`src/rtl/price_pkg.sv`:
```
// Shared definitions for the price lookup path.
//   PRODUCT_CODE_W / PRICE_W / CREDIT_W : field widths
//   DEFAULT_PRICE                       : reset value of each table entry (code + 1)
//   state_t                             : lookup sequencer states
//   change_amount()                     : gated change computation
package price_pkg;

    localparam int PRODUCT_CODE_W = 3;
    localparam int PRICE_W        = 4;
    localparam int CREDIT_W       = 8;
    localparam int MAX_PRODUCTS   = 8;

    // Packed so that DEFAULT_PRICE[i] is the reset price of product i.
    localparam logic [MAX_PRODUCTS-1:0][PRICE_W-1:0] DEFAULT_PRICE = {
        4'd8, 4'd7, 4'd6, 4'd5, 4'd4, 4'd3, 4'd2, 4'd1
    };

    typedef enum logic [1:0] {
        IDLE  = 2'd0,
        FETCH = 2'd1,
        HOLD  = 2'd2
    } state_t;

    // Change is only meaningful when the credit covers the price; otherwise 0,
    // so the subtraction can never wrap.
    function automatic logic [CREDIT_W-1:0] change_amount(
        input logic [CREDIT_W-1:0] cr,
        input logic [PRICE_W-1:0]  p,
        input logic                ok
    );
        logic [CREDIT_W-1:0] p_ext;
        p_ext = {{(CREDIT_W-PRICE_W){1'b0}}, p};
        return ok ? (cr - p_ext) : '0;
    endfunction

endpackage

```
`src/rtl/price_table.sv`:
```
// Per-product price register file.
//   clock, resetN : clock and asynchronous active-low reset (entries revert to defaults)
//   wr_en, wr_code, wr_price : write port; out-of-range codes are ignored
//   rd_code       : combinational read address
//   rd_price      : entry value (0 when rd_code is out of range)
//   rd_in_range   : rd_code addresses a real product
// Optional feature macro: PRICE_WRITE_BYPASS_EN -- when defined, a write to the
// code being read in the same cycle is forwarded to rd_price.
module price_table
    import price_pkg::*;
#(
    parameter int NUM_PRODUCTS = 6
) (
    input  logic                      clock,
    input  logic                      resetN,
    input  logic                      wr_en,
    input  logic [PRODUCT_CODE_W-1:0] wr_code,
    input  logic [PRICE_W-1:0]        wr_price,
    input  logic [PRODUCT_CODE_W-1:0] rd_code,
    output logic [PRICE_W-1:0]        rd_price,
    output logic                      rd_in_range
);

    localparam logic [PRODUCT_CODE_W:0] NUM_P = (PRODUCT_CODE_W+1)'(NUM_PRODUCTS);

    logic [NUM_PRODUCTS-1:0][PRICE_W-1:0] entry;
    logic                                 wr_ok;

    assign wr_ok = wr_en && ({1'b0, wr_code} < NUM_P);

    always_ff @(posedge clock or negedge resetN) begin
        if (!resetN) begin
            entry <= DEFAULT_PRICE[NUM_PRODUCTS-1:0];
        end else if (wr_ok) begin
            entry[wr_code] <= wr_price;
        end
    end

    always_comb begin
        rd_in_range = ({1'b0, rd_code} < NUM_P);
        rd_price    = '0;
        if (rd_in_range) begin
            rd_price = entry[rd_code];
        end
`ifdef PRICE_WRITE_BYPASS_EN
        if (rd_in_range && wr_ok && (wr_code == rd_code)) begin
            rd_price = wr_price;
        end
`endif
    end

endmodule

```
`src/rtl/price_read_module.sv`:
```
// Price lookup server between the price-change writer and the vending FSM.
//   clock, resetN          : clock, asynchronous active-low reset
//   wrEn, wrCode, wrPrice  : table write port (accepted in every state)
//   readReq, readCode, credit : lookup request, sampled only in IDLE
//   readAck                : consumer accepts the response (HOLD only)
//   busy, readValid        : lookup in progress / response valid
//   price, readErr, affordable, change : registered response snapshot
// Optional feature macro: PRICE_WRITE_BYPASS_EN (see price_table) -- a write
// to the latched code during FETCH is reflected in the response.
module price_read_module
    import price_pkg::*;
#(
    parameter int NUM_PRODUCTS = 6
) (
    input  logic                      clock,
    input  logic                      resetN,
    input  logic                      wrEn,
    input  logic [PRODUCT_CODE_W-1:0] wrCode,
    input  logic [PRICE_W-1:0]        wrPrice,
    input  logic                      readReq,
    input  logic [PRODUCT_CODE_W-1:0] readCode,
    input  logic [CREDIT_W-1:0]       credit,
    input  logic                      readAck,
    output logic                      busy,
    output logic                      readValid,
    output logic [PRICE_W-1:0]        price,
    output logic                      readErr,
    output logic                      affordable,
    output logic [CREDIT_W-1:0]       change
);

    state_t                    state;
    logic [PRODUCT_CODE_W-1:0] code_p0;
    logic [CREDIT_W-1:0]       credit_p0;
    logic [PRICE_W-1:0]        tbl_price;
    logic                      tbl_in_range;
    logic                      can_afford;

    price_table #(
        .NUM_PRODUCTS (NUM_PRODUCTS)
    ) u_table (
        .clock       (clock),
        .resetN      (resetN),
        .wr_en       (wrEn),
        .wr_code     (wrCode),
        .wr_price    (wrPrice),
        .rd_code     (code_p0),
        .rd_price    (tbl_price),
        .rd_in_range (tbl_in_range)
    );

    // An out-of-range code reads as price 0, so it must be excluded explicitly.
    assign can_afford = tbl_in_range &&
                        (credit_p0 >= {{(CREDIT_W-PRICE_W){1'b0}}, tbl_price});

    // Stage p0: request capture (data only, no reset needed)
    always_ff @(posedge clock) begin
        if ((state == IDLE) && readReq) begin
            code_p0   <= readCode;
            credit_p0 <= credit;
        end
    end

    // Stage p1: sequencer and registered response snapshot
    always_ff @(posedge clock or negedge resetN) begin
        if (!resetN) begin
            state      <= IDLE;
            busy       <= 1'b0;
            readValid  <= 1'b0;
            price      <= '0;
            readErr    <= 1'b0;
            affordable <= 1'b0;
            change     <= '0;
        end else begin
            case (state)
                IDLE: begin
                    if (readReq) begin
                        state <= FETCH;
                        busy  <= 1'b1;
                    end
                end
                FETCH: begin
                    state      <= HOLD;
                    readValid  <= 1'b1;
                    price      <= tbl_price;
                    readErr    <= !tbl_in_range;
                    affordable <= can_afford;
                    change     <= change_amount(credit_p0, tbl_price, can_afford);
                end
                HOLD: begin
                    if (readAck) begin
                        state     <= IDLE;
                        busy      <= 1'b0;
                        readValid <= 1'b0;
                    end
                end
                default: begin
                    state     <= IDLE;
                    busy      <= 1'b0;
                    readValid <= 1'b0;
                end
            endcase
        end
    end

endmodule

```
`config.mk`:
```
export PLATFORM = sky130hd
export DESIGN_NAME = price_read_module
export DESIGN_NICKNAME = d
export VERILOG_FILES = /design/src/rtl/price_pkg.sv /design/src/rtl/price_table.sv /design/src/rtl/price_read_module.sv
export SDC_FILE = /design/constraint.sdc
export NUM_CORES = 1
export LEC_CHECK = 0
export BUFFER_PORTS_ARGS = -buffer_cell sky130_fd_sc_hd__clkbuf_2
export CAP_MARGIN = 20
export CORE_MARGIN = 4
export CORE_UTILIZATION = 40
export CTS_CLUSTER_SIZE = 10
export DETAILED_ROUTE_END_ITERATION = 16
export PLACE_DENSITY_LB_ADDON = 0.25
export REMOVE_ABC_BUFFERS = 1
export SKIP_CTS_REPAIR_TIMING = 1
export SLEW_MARGIN = 25
export SYNTH_ARGS = -nofsm -noshare
export SYNTH_HDL_FRONTEND = slang
export SYNTH_SLANG_ARGS = --single-unit
```
`constraint.sdc`:
```
create_clock -name clock -period 7 [get_ports clock]
set_input_delay 0 -clock clock [delete_from_list [all_inputs] [get_ports clock]]
set_output_delay 0 -clock clock [all_outputs]
set_load 0.02 [all_outputs]
```
==> summary.md <==
| Metric | Value |
|---|---|
| Buffers on Ports | 38 |
| Layout Nets | 272 |
| Final WS setup | 4.202 ns |
| RSZ-0062 raised after global routing | no |
| DR WL/cell | 14.90 um |
| Setup crit start kind | flop |
| Initial Util | 41.37% |
| Grt met3 use | 2.852% |
| Post-Synthesis Cells | 190 |
| Site row count | 28 |
| Core area | 5956 sq um |
| CTS Buffer Depth | 2 |
| Sequential fraction of the synthesis area | 56.53% |
| Dominant synthesized flop cell | dfrtp_1 |
| Seq cells post-synth | 53 |
| Reg2reg start | code_p0[0] |
| Peak VDD IR | 178.4 uV |
| Slew headroom | 46.87% |
| Worst hold path class | in -> reg |
| YS warnings | 0 |
| R2R depth | 8 |
| Vias | 1620 |
| Final count of hold timing violations | 0 |
| Area leader, netlist | dfrtp_1 |
| Pre-CTS setup slack | 4.199 ns |
| Critical path data arrival time | 2.99 ns |
| Final Slew Violations | 0 |
| Root Driver | clkbuf_8 |
| Fin area | 2995 sq um |
| Grt ovf | 0 |
| Hold endpoint | u_table.entry[23] |
| Worst-Margin Slew | 0.7969 ns |
| Top Ports | 39 |
| # setup viols final | 0 |
| Gr usage total | 13.97% |
| Leak pwr | 1.317 nW |
| Area after DPL | 2725 sq um |
| Reg2reg setup slack | 4.20 ns |
| Remaining antenna violation count after routing | 0 |
| H-tree lvl count | 2 |
| Clock transition at path regs | 0.09 ns |
| Area share of the largest cell type after synthesis | 33.52% |
| Synth area leaders | dfrtp_1, edfxtp_1, mux2_2, dfstp_2, nand2_1 |
| Post-Syn Area | 2464 sq um |
| Final WL | 4768 um |
| FF-to-FF End | change[6] |
| Die area | 7479 sq um |
| Syn avg cell area | 12.97 sq um |
| Vias per inst | 5.063 |
| Hold path cells | 2 |
| Max Cap Viol | 0 |
| Die W | 86.48 um |
| Setup TNS | 0 ns |
| Ys async rst share | 79.25% |
| Critical path type | reg -> reg |
| Hpwl dp | 3432 um |
| DRT iter0 DRCs | 57 |
| TritonRoute pass-1 iters | 4 |
| FF/Latch Area | 1393 sq um |
| Met2 usage | 22.32% |
| GR peak layer | met2 |
| Min cycle time layout | 2.798 ns |
| Largest net degree at the start of global routing | 43 |
| Clock Latency Late Sink | 0.30 ns |
| GR Util met1 | 18.89% |
| Area of the multi-input gates | 1033 sq um |
| Worst path required time | 7.19 ns |
| Number of synthesized flops with an enable pin | 11 |
| Clock sink total | 53 |
| Cts bufs inserted | 5 |
| Endpoint class of the critical path | flop |
| Ant. Diodes | 0 |
| Hold_sp | wrPrice[3] |
| Fin cells | 320 |
| Max Freq | 357.4 MHz |
| Worst Skew | 0.008652 ns |
| CTS tree | yes |
| Initial antenna violation count | 0 |
| Gpl congestion | 0.7717 |
| Die extent in y | 86.48 um |
| Final cycle utilization of the critical path | 39.97% |
| Worst-path fanout max | 8 |
| Hold slack | 0.01592 ns |
| Status | completed |
| Global-route wire length before repair | 8010 um |
| Distinct cells, synth | 42 |
| Number of global-route vias before repair | 1578 |
| Number of fill cells | 558 |
| PwrDens | 358.6 nW/um^2 |
| Syn-to-layout area delta | 21.58% |
| Placed Cells incl. Taps | 298 |
| Share of cells above drive strength 1 | 35.92% |
| Residual DRC | 0 |
[worst max path at each step]
stage                    start   endpoint  slack [ns]
floorplan           code_p0[0]  change[6]        4.39
global placement    code_p0[0]  change[6]        4.22
detailed placement  code_p0[0]  change[6]        4.20
CTS                 code_p0[0]  change[6]        4.19
global route        code_p0[0]  change[6]        4.00
finish              code_p0[0]  change[6]        4.20
[worst max-delay path: stages (launching register included)]
cell and delay, ns:
edfxtp_1 0.62, mux4_1 0.60, or2_1 0.23, nand3_1 0.08, ha_1 0.28, a21o_1 0.28
a2111oi_4 0.37, xnor2_1 0.16, o21ai_1 0.07
[state kept, by name, summed over array words and instances, names as in the netlist]
| signal | flops |
|---|---|
| price | 4 |
| readErr | 1 |
| change | 8 |
| affordable | 1 |
| busy | 1 |
| readValid | 1 |
| u_table.entry | 24 |
| state | 2 |
| code_p0 | 3 |
| credit_p0 | 8 |
[per-stage QoR]
stage	power (mW)	util, %
after floorplan	0.7457	-
after global placement	0.8565	45.71
after detailed placement	0.8644	45.76
after CTS	1.081	47.84
after global routing	1.156	50.29
final	1.074	50.29
[final cells by class]
class	count	share of cell area, %
multi-input combinational	127	34.50
sequential	53	46.49
clock buffer	7	3.968
inverter	5	0.6266
tap	75	3.133
clock inverter	1	0.1671
timing repair buffer	52	11.11
[synth_stat cells, types with 4 or more instances]
master / instances
dfstp_2: 9
o21ai_0: 9
dfrtp_1: 33
nand2_1: 26
mux2_2: 25
edfxtp_1: 11
nor2_1: 6
mux2i_1: 4
a21oi_1: 7
inv_1: 5
ha_1: 4
[cell usage in the layout (no fill, tap or decap), types with 4 or more instances in the layout]
cell	Yosys	final
a21oi_1	7	7
clkbuf_2	1	37
clkbuf_8	0	5
dfrtp_1	33	33
dfstp_2	9	9
dlygate4sd3_1	0	14
edfxtp_1	11	11
ha_1	4	4
inv_1	5	5
mux2_2	25	25
mux2i_1	4	4
nand2_1	26	26
nor2_1	6	6
o21ai_0	9	9
[where the power goes]
group	internal, mW	leakage (nW)	total [mW]	switching [mW]
Sequential	0.417	0.605	0.480	0.0633
Combinational	0.166	0.648	0.382	0.215
Clock	0.113	0.0645	0.212	0.0989
[cells by family (layout without fill, tap and decap cells)]
kind of cell               count (synthesis)  in the layout  synth area share (%)
xor gates and xnor gates                   3              3                 1.067
AOI/OAI and AO/OA                         32             32                 9.040
and+or+nand+nor                           54             54                 11.38
DFF                                       53             53                 56.53
adders and majority gates                  5              5                 2.844
buffers and inverters                     10             65                 1.980
muxes                                     33             33                 17.17
[per-layer routing]
metal  share of wire [%]  wire length, um
met2                  51             2410
met5                   0                0
met1                  45             2134
met3                 3.4              163
met4                 1.2               59
No activity file was read; power rests on OpenSTA's default activity.
